## config.mk

```make
export PLATFORM = sky130hd
export DESIGN_NAME = wb_port_arbiter
export DESIGN_NICKNAME = d
export VERILOG_FILES = /design/src/rtl/wb_port_arbiter.sv
export SDC_FILE = /design/constraint.sdc
export NUM_CORES = 1
export LEC_CHECK = 0
export ABC_AREA = 1
export CORE_AREA = 2 2 90 92
export CTS_BUF_LIST = sky130_fd_sc_hd__clkbuf_16
export CTS_CLUSTER_DIAMETER = 200
export DETAILED_ROUTE_END_ITERATION = 10
export DIE_AREA = 0 0 92 94
export PLACE_DENSITY = 0.92
export SYNTH_ARGS = -nofsm -noshare
export SYNTH_HDL_FRONTEND = slang
export SYNTH_SLANG_ARGS = --single-unit
```

## constraint.sdc

```tcl
create_clock -name clk -period 2.43 [get_ports clk]
set_clock_uncertainty 0.05 [all_clocks]
set_input_delay 0.243 -clock clk [delete_from_list [all_inputs] [get_ports clk]]
set_output_delay 0.243 -clock clk [all_outputs]
set_load 0.005 [all_outputs]
```

## src/rtl/wb_port_arbiter.sv

```systemverilog
// Register-file write-port arbiter between the in-order WB stage and a 1-entry
// mul/div result buffer, with starvation limit and WAW ordering.
module wb_port_arbiter #(
    parameter int DATA_W     = 32,
    parameter int ADDR_W     = 5,
    parameter int STARVE_MAX = 4
) (
    input  logic              clk,
    input  logic              rst_n,
    input  logic              pipe_wen,
    input  logic [ADDR_W-1:0] pipe_waddr,
    input  logic [DATA_W-1:0] pipe_wdata,
    output logic              pipe_stall,
    input  logic              md_valid,
    input  logic [ADDR_W-1:0] md_waddr,
    input  logic [DATA_W-1:0] md_wdata,
    output logic              md_ready,
    output logic              md_pending,
    output logic [ADDR_W-1:0] pending_waddr,
    output logic              rf_we,
    output logic [ADDR_W-1:0] rf_waddr,
    output logic [DATA_W-1:0] rf_wdata
);

    localparam int CNT_W = $clog2(STARVE_MAX + 1);
    localparam logic [CNT_W-1:0] STARVE_LIM = CNT_W'(STARVE_MAX);

    typedef enum logic {EMPTY = 1'b0, HELD = 1'b1} buf_state_t;

    buf_state_t        state, state_nxt;
    logic [ADDR_W-1:0] buf_waddr;
    logic [DATA_W-1:0] buf_wdata;
    logic [CNT_W-1:0]  starve_cnt, starve_nxt;
    logic              buf_valid, pipe_req, capture, grant_buf, grant_pipe;

    function automatic logic [CNT_W-1:0] sat_inc(input logic [CNT_W-1:0] v);
        return (v == STARVE_LIM) ? v : v + 1'b1;
    endfunction

    assign buf_valid     = (state == HELD);
    assign pipe_req      = pipe_wen && (pipe_waddr != '0);
    assign capture       = !buf_valid && md_valid && (md_waddr != '0);
    assign md_ready      = !buf_valid;
    assign md_pending    = buf_valid;
    assign pending_waddr = buf_waddr;

    // A same-address WB write must wait so the older mul/div result lands first.
    assign grant_buf  = buf_valid && (!pipe_req || (starve_cnt == STARVE_LIM)
                                      || (pipe_waddr == buf_waddr));
    assign grant_pipe = pipe_req && !grant_buf;
    assign pipe_stall = pipe_req && grant_buf;

    always_comb begin
        state_nxt  = state;
        starve_nxt = starve_cnt;
        case (state)
            EMPTY: begin
                starve_nxt = '0;
                if (capture) state_nxt = HELD;
            end
            HELD: begin
                if (grant_buf) begin
                    state_nxt  = EMPTY;
                    starve_nxt = '0;
                end else if (grant_pipe) begin
                    starve_nxt = sat_inc(starve_cnt);
                end
            end
            default: state_nxt = EMPTY;
        endcase
    end

    always_ff @(posedge clk or negedge rst_n) begin
        if (!rst_n) begin
            state      <= EMPTY;
            starve_cnt <= '0;
            buf_waddr  <= '0;
            buf_wdata  <= '0;
        end else begin
            state      <= state_nxt;
            starve_cnt <= starve_nxt;
            if (capture) begin
                buf_waddr <= md_waddr;
                buf_wdata <= md_wdata;
            end
        end
    end

    // Registered write port: the winner of cycle N reaches the regfile at edge N+1.
    always_ff @(posedge clk or negedge rst_n) begin
        if (!rst_n) begin
            rf_we    <= 1'b0;
            rf_waddr <= '0;
            rf_wdata <= '0;
        end else begin
            rf_we <= grant_buf | grant_pipe;
            if (grant_buf) begin
                rf_waddr <= buf_waddr;
                rf_wdata <= buf_wdata;
            end else if (grant_pipe) begin
                rf_waddr <= pipe_waddr;
                rf_wdata <= pipe_wdata;
            end
        end
    end

endmodule

```

-- Word level (Yosys, flattened, before mapping)
Cells that the tools add are included.
- register bits after elaboration: 79
- output and inout port bits: 46
- word-level logic and storage cells: 40
- input port bits: 78
- reduce and logical (&&, ||, !) cells: 15
- eq/ne operators: 4
- $add $sub $neg: 1
- mux-type cells: 11
- bitwise gates (word level): 2
- operators with widths (kind ; number):
    $mux 32 ; 2
    $mux 5 ; 2
    $reduce_bool 5->1 ; 2
    $mux 3 ; 3
    $logic_and 1x1->1 ; 6
    $pmux 3 s2 ; 1
    $eq 5x5->1 ; 1
    $add 3x1->3 const B ; 1
    $eq 3x3->1 const B ; 1
    $logic_not 1->1 ; 3
    $ne 3x1->1 const B ; 1
    $ne 3x3->1 const B ; 1
    $logic_or 1x1->1 ; 2
    $mux 1 ; 2
    $pmux 1 s2 ; 1
    $reduce_and 2->1 ; 1
    $reduce_bool 2->1 ; 1
    $not 1->1 ; 1
    $or 1x1->1 ; 1

-- Logic depth before layout (Yosys ltp)
Gate-level depths: netlist (run 1).
- depth in word-level cells: 11
- depth in mapped cells: 11
- gate-level depth less buffers: 9

-- Least setup slack after synthesis (run 1)
OpenSTA, ideal clock, no wires.
- path type: register to output
- start point: register starve_cnt[0]
- end point: output port pipe_stall
- slack: 0.998 ns
- buffers on the path: 1
- stages on the path, launching flop included: 10
- required time: 2.137 ns
- arrival: 1.139 ns
- cell sequence: dfrtp_1 -> inv_1 -> ha_1 -> nand2_1 -> inv_1 -> nor2_2 -> nand2_2 -> nand2_2 -> buf_2 -> nor2_1
- word-level cells in the longest chain between the ends: 5
- ends and longest elaborated chain (what ; RTL line ; source):
    start, declared ; 33 ; logic [CNT_W-1:0] starve_cnt, starve_nxt;
    start signal, assigned ; 81 ; starve_cnt <= starve_nxt;
    $eq 3x3->1 ; 48 ; assign grant_buf = buf_valid && (!pipe_req || (starve_cnt == STARVE_LIM)
    $logic_or 1x1->1 ; 48 ;
    $logic_or 1x1->1 ; 49 ; || (pipe_waddr == buf_waddr));
    $logic_and 1x1->1 ; 48 ;
    $logic_and 1x1->1 ; 51 ; assign pipe_stall = pipe_req && grant_buf;
    end, declared ; 13 ; output logic pipe_stall,
No other way between the ends.

-- Worst setup path in the final report (run 1)
- start point: input port pipe_waddr[2]
- end point: output port pipe_stall
- word-level cells in the longest chain between the ends: 7
- elaborated cells on any way between the ends: 8
- those cells by class: eq/ne: 1; reduce/logical: 7
- ends and longest elaborated chain (what ; RTL line ; source):
    start, declared ; 11 ; input logic [ADDR_W-1:0] pipe_waddr,
    $reduce_bool 5->1 ; 41 ; assign pipe_req = pipe_wen && (pipe_waddr != '0);
    $logic_and 1x1->1 ; 41 ;
    $logic_not 1->1 ; 48 ;
    $logic_or 1x1->1 ; 48 ;
    $logic_or 1x1->1 ; 49 ;
    $logic_and 1x1->1 ; 48 ;
    $logic_and 1x1->1 * ; 51 ;
Every way passes the cells marked *; elsewhere a longest branch is shown, timed or not.

==> results of run 1 <==
cells by family after synthesis:
group,after synthesis,share of synthesized area
buf+inv,111,0.1317
xor+xnor,2,0.004635
simple gates,254,0.2820
flops,79,0.5230
compound gates,38,0.05197
fa+ha+maj,2,0.006619
final timing paths:
check / startpoint / to / slack (ns) / cells after the start
min reg2reg: buf_wdata[1]$_DFFE_PN0P_ / buf_wdata[1]$_DFFE_PN0P_ / 0.43 / 2
max: pipe_waddr[2] / pipe_stall / 0.16 / 10
max reg2reg: starve_cnt[0]$_DFFE_PN0P_ / rf_wdata[2]$_DFFE_PN0P_ / 0.70 / 10
min: rst_n / buf_wdata[30]$_DFFE_PN0P_ / 0.02 / 1
max in group asynchronous: rst_n / rf_wdata[6]$_DFFE_PN0P_ / 1.68 / 1
min in group clk: md_wdata[1] / buf_wdata[1]$_DFFE_PN0P_ / 0.43 / 3
placed cells by master (no fill, tap or decap), drive strengths merged:
cell type      netlist  final
clkinv               0      3
nand4                1      1
bufinv               0      2
nand3               78     78
a21oi                1      1
buf                 24      7
o21ai               36     36
inv                 83     85
ha                   2      2
dfrtp               79     79
nor2                48     48
o211ai               1      1
xnor2                2      2
clkbuf               4      9
nand2              127    127
clkdlybuf4s50        0    122
registers in the layout (all words and copies together) (netlist names):
register and cells:
pending_waddr 5, rf_we 1, rf_waddr 5, md_pending 1
starve_cnt 3, buf_wdata 32, rf_wdata 32
power breakdown:
part,leakage (nW),total [mW],switching (mW),internal (mW)
sequential,0.967,1.84,0.201,1.64
clock,0.157,1.36,0.481,0.883
combinational,1.56,1.23,0.563,0.662
routing by layer:
| layer | global-route usage | up-vias | wire (um) |
|---|---|---|---|
| met5 | 0 | - | 0 |
| met2 | 0.3824 | 106 | 4659 |
| li1 | - | 1709 | - |
| met3 | 0.03531 | 14 | 404 |
| met4 | 0.08085 | 0 | 133 |
| met1 | 0.2700 | 1536 | 3893 |
worst max-delay path, delay by kind of cell:
kind,cells,cell delay (ns)
buf+inv,3,1.12
simple gates,7,0.60
cell type report:
type | instances | area (sq um) | area share
inverters | 83 | 311.5 | 0.05842
flip-flops and latches | 79 | 1977 | 0.3707
repair buffers | 129 | 1299 | 0.2435
clock inverters | 7 | 80.08 | 0.01502
multi-input cells | 296 | 1313 | 0.2461
clock buffers | 9 | 225.2 | 0.04223
well taps | 102 | 127.6 | 0.02393
==> flow_summary.json, run 1 <==
{
  "ys_warn_count": 0,
  "startpoint_type": "input port",
  "min_path_type": "in2async",
  "grt_pass1_wl_um": 15060,
  "core_sq_um": 7607,
  "synth_top_area_frac": 0.5230,
  "dr.pass1.iters": 5,
  "drive_gt1_frac": 0.03980,
  "worst_pin_slew_ns": 0.9658,
  "synthCells": 486,
  "synth_edf_count": 0,
  "initial_core_util": 0.4969,
  "wire_per_inst_um": 12.89,
  "dr_total_vias": 3365,
  "power_mw": 4.433,
  "num_antenna_cells": 0,
  "grt_max_degree": 80,
  "ys_seq_elements": 79,
  "syn_avg_cell_area_sq_um": 7.778,
  "cp.required_ns": 2.14,
  "power_per_cell_area_nw_per_um2": 831.3,
  "dp_slack_ns": 0.1636,
  "io_pins": 124,
  "cts.sinks": 79,
  "cts_tree": "built",
  "layout.cells.non_filler": 705,
  "ant_nets": 0,
  "drt-total-wl_um": 9090,
  "synth_area_leaders": "dfrtp_1 52%, nand2_1 12%, nand3_1 10%",
  "dp_cells": 689,
  "initialDrtViolationCount": 153,
  "antenna_found_initial": 0,
  "fillers": 587,
  "syn_nets": 566,
  "numPortBuffers": 123,
  "grt_usage": 0.2170,
  "clock_path_buffers": 2,
  "cp_max_fo": 3,
  "chipWidth_um": 92,
  "slowest_stage": "clkdlybuf4s50_1",
  "h-tree-depth": 3,
  "grt_overflow": 0,
  "hold_viol": 0,
  "hpwl_um": 6185,
  "synthFlopType": "dfrtp_1",
  "clkTransAtPathRegs_ns": 0.06,
  "die_h_um": 94,
  "rsz0062_at_grt": "false",
  "status": "completed",
  "syn_area_sq_um": 3780,
  "crit_chain": "clkdlybuf4s50_1 -> inv_1 -> nand2_1 -> nand2_1 -> nor2_1 -> nand3_1 -> nand2_2 -> nand2_2 -> nor2_1 -> clkdlybuf4s50_1",
  "dpl_cell_area_sq_um": 5027,
  "cts_setup_buffers": 0,
  "cts_resized": 0,
  "arrival_ns": 1.97,
  "async_reset_ff_frac": 1.000,
  "critPathMaxStageDelay_ns": 0.53,
  "holdBufCountCts": 0,
  "cap_viol_max_count": 0,
  "yosys.area.top_type": "dfrtp_1",
  "numCtsBuffers": 9,
  "maxSlewHeadroom": 0.3561,
  "setup_viol": 0,
  "synth_cell_type_count": 18,
  "drc": 0,
  "fin_util": 0.7010,
  "fin_nets": 678,
  "critPathKind": "in2out",
  "fmaxAchievable_ghz": 0.4414,
  "routed_via_density": 4.773,
  "final_cell_area_sq_um": 5333,
  "endpoint_kind": "output pin",
  "fp.dieArea_sq_um": 8648,
  "slew_viol_final": 0,
  "fin_crit_sh": 0.9322,
  "syn2layout_area_growth_pct": 41.08,
  "setup_ws_ns": 0.1647,
  "synthTopCellsByCount": "125 x nand2_1, 83 x inv_1, 79 x dfrtp_1",
  "grt_pass1_vias": 3366,
  "root_buffer": "clkbuf_16",
  "synth_most_common_cell": "nand2_1",
  "fin_crit_ns": 2.265,
  "power_leakage_nw": 2.685,
  "setup_tns_ns": 0,
  "max-vdd-ir-drop_mv": 0.3909,
  "place.gp.congestion": 0.8759,
  "clk_latency_ns": 0.32,
  "fp-row-count": 32,
  "whs_ns": 0.02220,
  "ys_seq_area_frac": 0.5230
}
Note: power is estimated with default switching activity, not from simulation.
==> inputs of run 2 (changes only) <==
--- a/config.mk
+++ b/config.mk
@@ -6,6 +6,7 @@
 export NUM_CORES = 1
 export LEC_CHECK = 0
 export ABC_AREA = 1
+export CAP_MARGIN = 25
 export CORE_AREA = 2 2 90 92
 export CTS_BUF_LIST = sky130_fd_sc_hd__clkbuf_16
 export CTS_CLUSTER_DIAMETER = 200
==> flow_summary.json, run 2 (synthesis results as in run 1) <==
{
  "startpoint_type": "input port",
  "reg2reg_slack_ns": 0.70,
  "routed_via_density": 4.810,
  "maxSlewHeadroom": 0.7285,
  "power_per_cell_area_nw_per_um2": 827.4,
  "min_path_type": "in2async",
  "chipWidth_um": 92,
  "dr_total_vias": 3401,
  "crit_chain": "clkdlybuf4s50_1 -> inv_1 -> nand2_1 -> nand2_1 -> nor2_1 -> nand3_1 -> nand2_2 -> nand2_2 -> nor2_1 -> clkdlybuf4s50_1",
  "drive_gt1_frac": 0.04132,
  "cts_resized": 0,
  "status": "completed",
  "wire_per_inst_um": 12.92,
  "numCtsBuffers": 9,
  "place.gp.congestion": 0.8759,
  "ant_nets": 0,
  "regToRegEndpoint": "rf_wdata[26]$_DFFE_PN0P_",
  "fp.dieArea_sq_um": 8648,
  "worst_pin_slew_ns": 0.4073,
  "power_leakage_nw": 2.702,
  "fin_crit_ns": 2.264,
  "critPathKind": "in2out",
  "grt_pass1_wl_um": 15060,
  "slowest_stage": "clkdlybuf4s50_1",
  "hpwl_um": 6185,
  "dr.pass1.iters": 4,
  "cts_tree": "built",
  "critical_path.endpoint": "pipe_stall",
  "r2r_start": "starve_cnt[0]$_DFFE_PN0P_",
  "final_common_cell": "nand2_1",
  "fillers": 584,
  "critPathLaunch": "pipe_waddr[2]",
  "setup_viol": 0,
  "clk_latency_ns": 0.32,
  "clkTransAtPathRegs_ns": 0.06,
  "die_h_um": 94,
  "cts.sinks": 79,
  "cp_max_fo": 3,
  "max-vdd-ir-drop_mv": 0.3913,
  "fmaxAchievable_ghz": 0.4417,
  "numPortBuffers": 123,
  "critPathMaxStageDelay_ns": 0.53,
  "syn2layout_area_growth_pct": 42.07,
  "endpoint_kind": "output pin",
  "fp-row-count": 32,
  "num_antenna_cells": 0,
  "drc": 0,
  "arrival_ns": 1.97,
  "dp_slack_ns": 0.1636,
  "fin_crit_sh": 0.9316,
  "cap_viol_max_count": 0,
  "reg_top3": "buf_wdata: 32 flops, rf_wdata: 32 flops",
  "h-tree-depth": 3,
  "grt_overflow": 0,
  "grt_max_degree": 80,
  "setup_ws_ns": 0.1662,
  "rsz0062_at_grt": "false",
  "drt-total-wl_um": 9131,
  "mostFrequentLayoutCells": "125 x nand2_1, 122 x clkdlybuf4s50_1, 85 x inv_1, 79 x dfrtp_1, 77 x nand3_1",
  "reg2regPathDepth": 10,
  "setup_tns_ns": 0,
  "grt_usage": 0.2170,
  "grt_pass1_vias": 3366,
  "initialDrtViolationCount": 159,
  "hold_viol": 0,
  "cp.required_ns": 2.14,
  "fin_nets": 680,
  "core_sq_um": 7607,
  "root_buffer": "clkbuf_16",
  "io_pins": 124,
  "antenna_found_initial": 0,
  "clock_path_buffers": 2,
  "initial_core_util": 0.4969,
  "slew_viol_final": 0
}
## run 2: changes by cell type in the layout (fill, tap and decap cells not counted), sizes merged
cell	before	now
buf	7	8
dlygate4sd3	0	1
## run 2: how the worst min path moves through the flow
stage                         startpoint                        end  slack [ns]  depth (start not counted)
5_1_grt                            rst_n   rf_wdata[29]$_DFFE_PN0P_        0.24                          2
3_5_place_dp                       rst_n   rf_wdata[29]$_DFFE_PN0P_        0.41                          1
3_3_place_gp   starve_cnt[0]$_DFFE_PN0P_  starve_cnt[0]$_DFFE_PN0P_        0.39                          1
2_1_floorplan                      rst_n   buf_wdata[0]$_DFFE_PN0P_       -0.10                          0
6_report                           rst_n   rf_wdata[30]$_DFFE_PN0P_        0.23                          2
4_1_cts                            rst_n   rf_wdata[29]$_DFFE_PN0P_        0.07                          1
## run 2: routing by layer
metal	wire, um	track usage	vias to the layer above
met2	4669	0.3824	112
met5	0	0	-
met1	3906	0.2700	1562
met3	421	0.03531	14
met4	133	0.08085	0
li1	-	-	1713
## run 2: critical path, delay by kind of cell
kind,cells,cell delay [ns]
simple gates,7,0.60
buf+inv,3,1.12
## run 2: timing repair
action	in CTS	in global routing
hold endpoints to repair	0	79
hold buffers	0	1
setup buffers	0	0
## run 2: power by group
part           internal, mW  leakage (nW)  switching (mW)  total (mW)
Clock                 0.882         0.157           0.479        1.36
Combinational         0.668          1.58           0.567        1.24
Sequential             1.64         0.967           0.203        1.85
## run 2: cell type report
class | instances | area, sq um | share of cell area
inverters | 83 | 311.5 | 0.05801
clock inverters | 7 | 80.08 | 0.01491
multi-input cells | 296 | 1313 | 0.2444
well taps | 102 | 127.6 | 0.02377
flip-flops and latches | 79 | 1977 | 0.3681
clock buffers | 9 | 225.2 | 0.04194
repair buffers | 131 | 1336 | 0.2488
## run 2: per-stage QoR
step                hold slack [ns]  instance area (sq um)  total power, mW  cells    util
floorplan                   -0.1026                   3780            2.403    486       -
global placement             0.3932                   5027            3.035    689  0.6609
detailed placement           0.4112                   5027            3.099    689  0.6609
CTS                         0.06910                   5333            4.475    705  0.7010
global route                 0.2400                   5370            4.713    707  0.7059
finish                       0.2290                   5370            4.443    707  0.7059
==> variant (settings of run 2) <==
Set the parameter `DATA_W` to 36 (it was 32).
--- a/src/rtl/wb_port_arbiter.sv
+++ b/src/rtl/wb_port_arbiter.sv
@@ -2,5 +2,5 @@
 // mul/div result buffer, with starvation limit and WAW ordering.
 module wb_port_arbiter #(
-    parameter int DATA_W     = 32,
+    parameter int DATA_W     = 36,
     parameter int ADDR_W     = 5,
     parameter int STARVE_MAX = 4
Ports: changed (resized md_wdata, pipe_wdata and rf_wdata); port bits go from 124 to 136. The function was not compared with the original's and may differ.
==> variant against run 2 <==
- sequential power increased by 13%
- first-iteration DRC count is 43% higher
- count of clock-buffer cells in the layout stayed put
- sequential share of layout area increased by 0.55 points
- worst hold slack better by 0.011 ns
- critical path type unchanged
- cell count increased by 7.8%
- setup slack worse by 0.036 ns
- power rose by 5.3%
- core utilization rose by 6.1 points
- via count rose by 13%
- final area is 8.6% higher
- sequential cell count rose by 8
- wire length grew 17%
- area after synthesis rose by 10%
==> variant: results (changes against run 2) <==
| Metric | Value |
|---|---|
| Slew @ Worst Pin | 0.583 ns (+0.176 ns) |
| Yosys cell types | 21 (+3) |
| Mean routed wirelength per cell | 14.1 um (+8.9%) |
| Layout cells sized above 1 | 6.06% (+1.9 points) |
| VDD IR-drop max | 0.604 mV (+54%) |
| Worst setup path startpoint | pipe_waddr[0] |
| Register area share after synthesis | 52.3% (about the same) |
| Nets | 744 (+9.4%) |
| Top Registers | buf_wdata (36), rf_wdata (36) |
| Largest net degree at the start of global routing | 88 (+10%) |
| Via count | 3832 (+13%) |
| Detailed placement HPWL | 7.23 mm (+17%) |
| R2R setup slack | 0.54 ns (-0.16 ns) |
| Placed insts | 745 (+8.1%) |
| PortBufs | 135 (+9.8%) |
| Worst EP arrival | 2.01 ns (+0.04 ns) |
| Synth area leaders | dfrtp_1 52%, nand2_1 12%, nand3_1 10%, inv_1 7.9%, o21ai_0 4.8% |
| Leak | 2.91 nW (+7.7%) |
| Global-route wire length before repair | 17.6 mm (+17%) |
| CP startpoint kind | input port |
| Status | finished, final reports clean |
| Synth Area in XOR/XNOR | 0.421% (-0.043 points) |
| Routability-driven placement congestion ratio | 0.886 (+1.1%) |
| Syn_nets | 620 (+9.5%) |
| Via density | 5.03 (+4.5%) |
| Vias in the first global route | 3796 (+13%) |
| Initial DRC count | 228 (+43%) |
| Gr usage total | 25.7% (+4.0 points) |
| Cell count after synthesis | 532 (+9.5%) |
| Most used DFF post-synth | dfrtp_1 |
| RR Endpoint | rf_wdata[25] |
variant: cell types whose count changed after synthesis, moves of 4 or more:
cell / run 2 / this run
dfrtp_1: 79 / 87
nand2_2: 2 / 10
nand3_1: 77 / 85
inv_1: 83 / 88
clkbuf_1: 4 / 8
nand2_1: 125 / 129
o21ai_0: 36 / 40
variant: per-layer routing:
layer | wire (um) | vias up | track usage [%]
met1 | 4290 | 1798 | 33.3
met5 | 0 | - | 0
met2 | 5600 | 134 | 42.6
met4 | 278 | 0 | 10.6
met3 | 548 | 25 | 5.22
li1 | - | 1875 | -
variant: where the power goes:
group	total (mW)	internal (mW)	switching (mW)
Combinational	1.39	0.750	0.642
Sequential	2.09	1.82	0.268
Clock	1.19	0.672	0.523
variant: layout make-up:
| cell class | instances | area, um^2 |
|---|---|---|
| Clock buffer | 9 | 225 |
| Clock inverter | 6 | 28.8 |
| Fill cell | 540 | 1770 |
| Inverter | 91 | 342 |
| Tap cell | 102 | 128 |
| Multi-Input combinational cell | 324 | 1490 |
| Timing Repair Buffer | 143 | 1440 |
| Sequential cell | 87 | 2180 |
variant: per-stage QoR:
step	instance area, um^2	setup WS [ns]
after floorplan	4160	0.972
after global placement	5540	0.251
after detailed placement	5540	0.143
after CTS	5790	0.113
after global routing	5830	0.0292
final	5830	0.130
variant: worst min path at each step:
stage,start,to,slack (ns),cells past startpoint
finish,rst_n,rf_wdata[1],0.24,2
CTS,rst_n,rf_we,0.10,1
global placement,starve_cnt[0],starve_cnt[0],0.39,1
detailed placement,buf_wdata[15],buf_wdata[15],0.43,2
global route,rst_n,rf_wdata[1],0.25,2
floorplan,rst_n,buf_wdata[0],-0.10,0
variant: repair_timing:
action | in CTS | in global routing
hold buffers | 0 | 1
hold endpoints to repair | 0 | 10
gates resized for setup | 0 | 2
setup endpoints to repair | 0 | 1
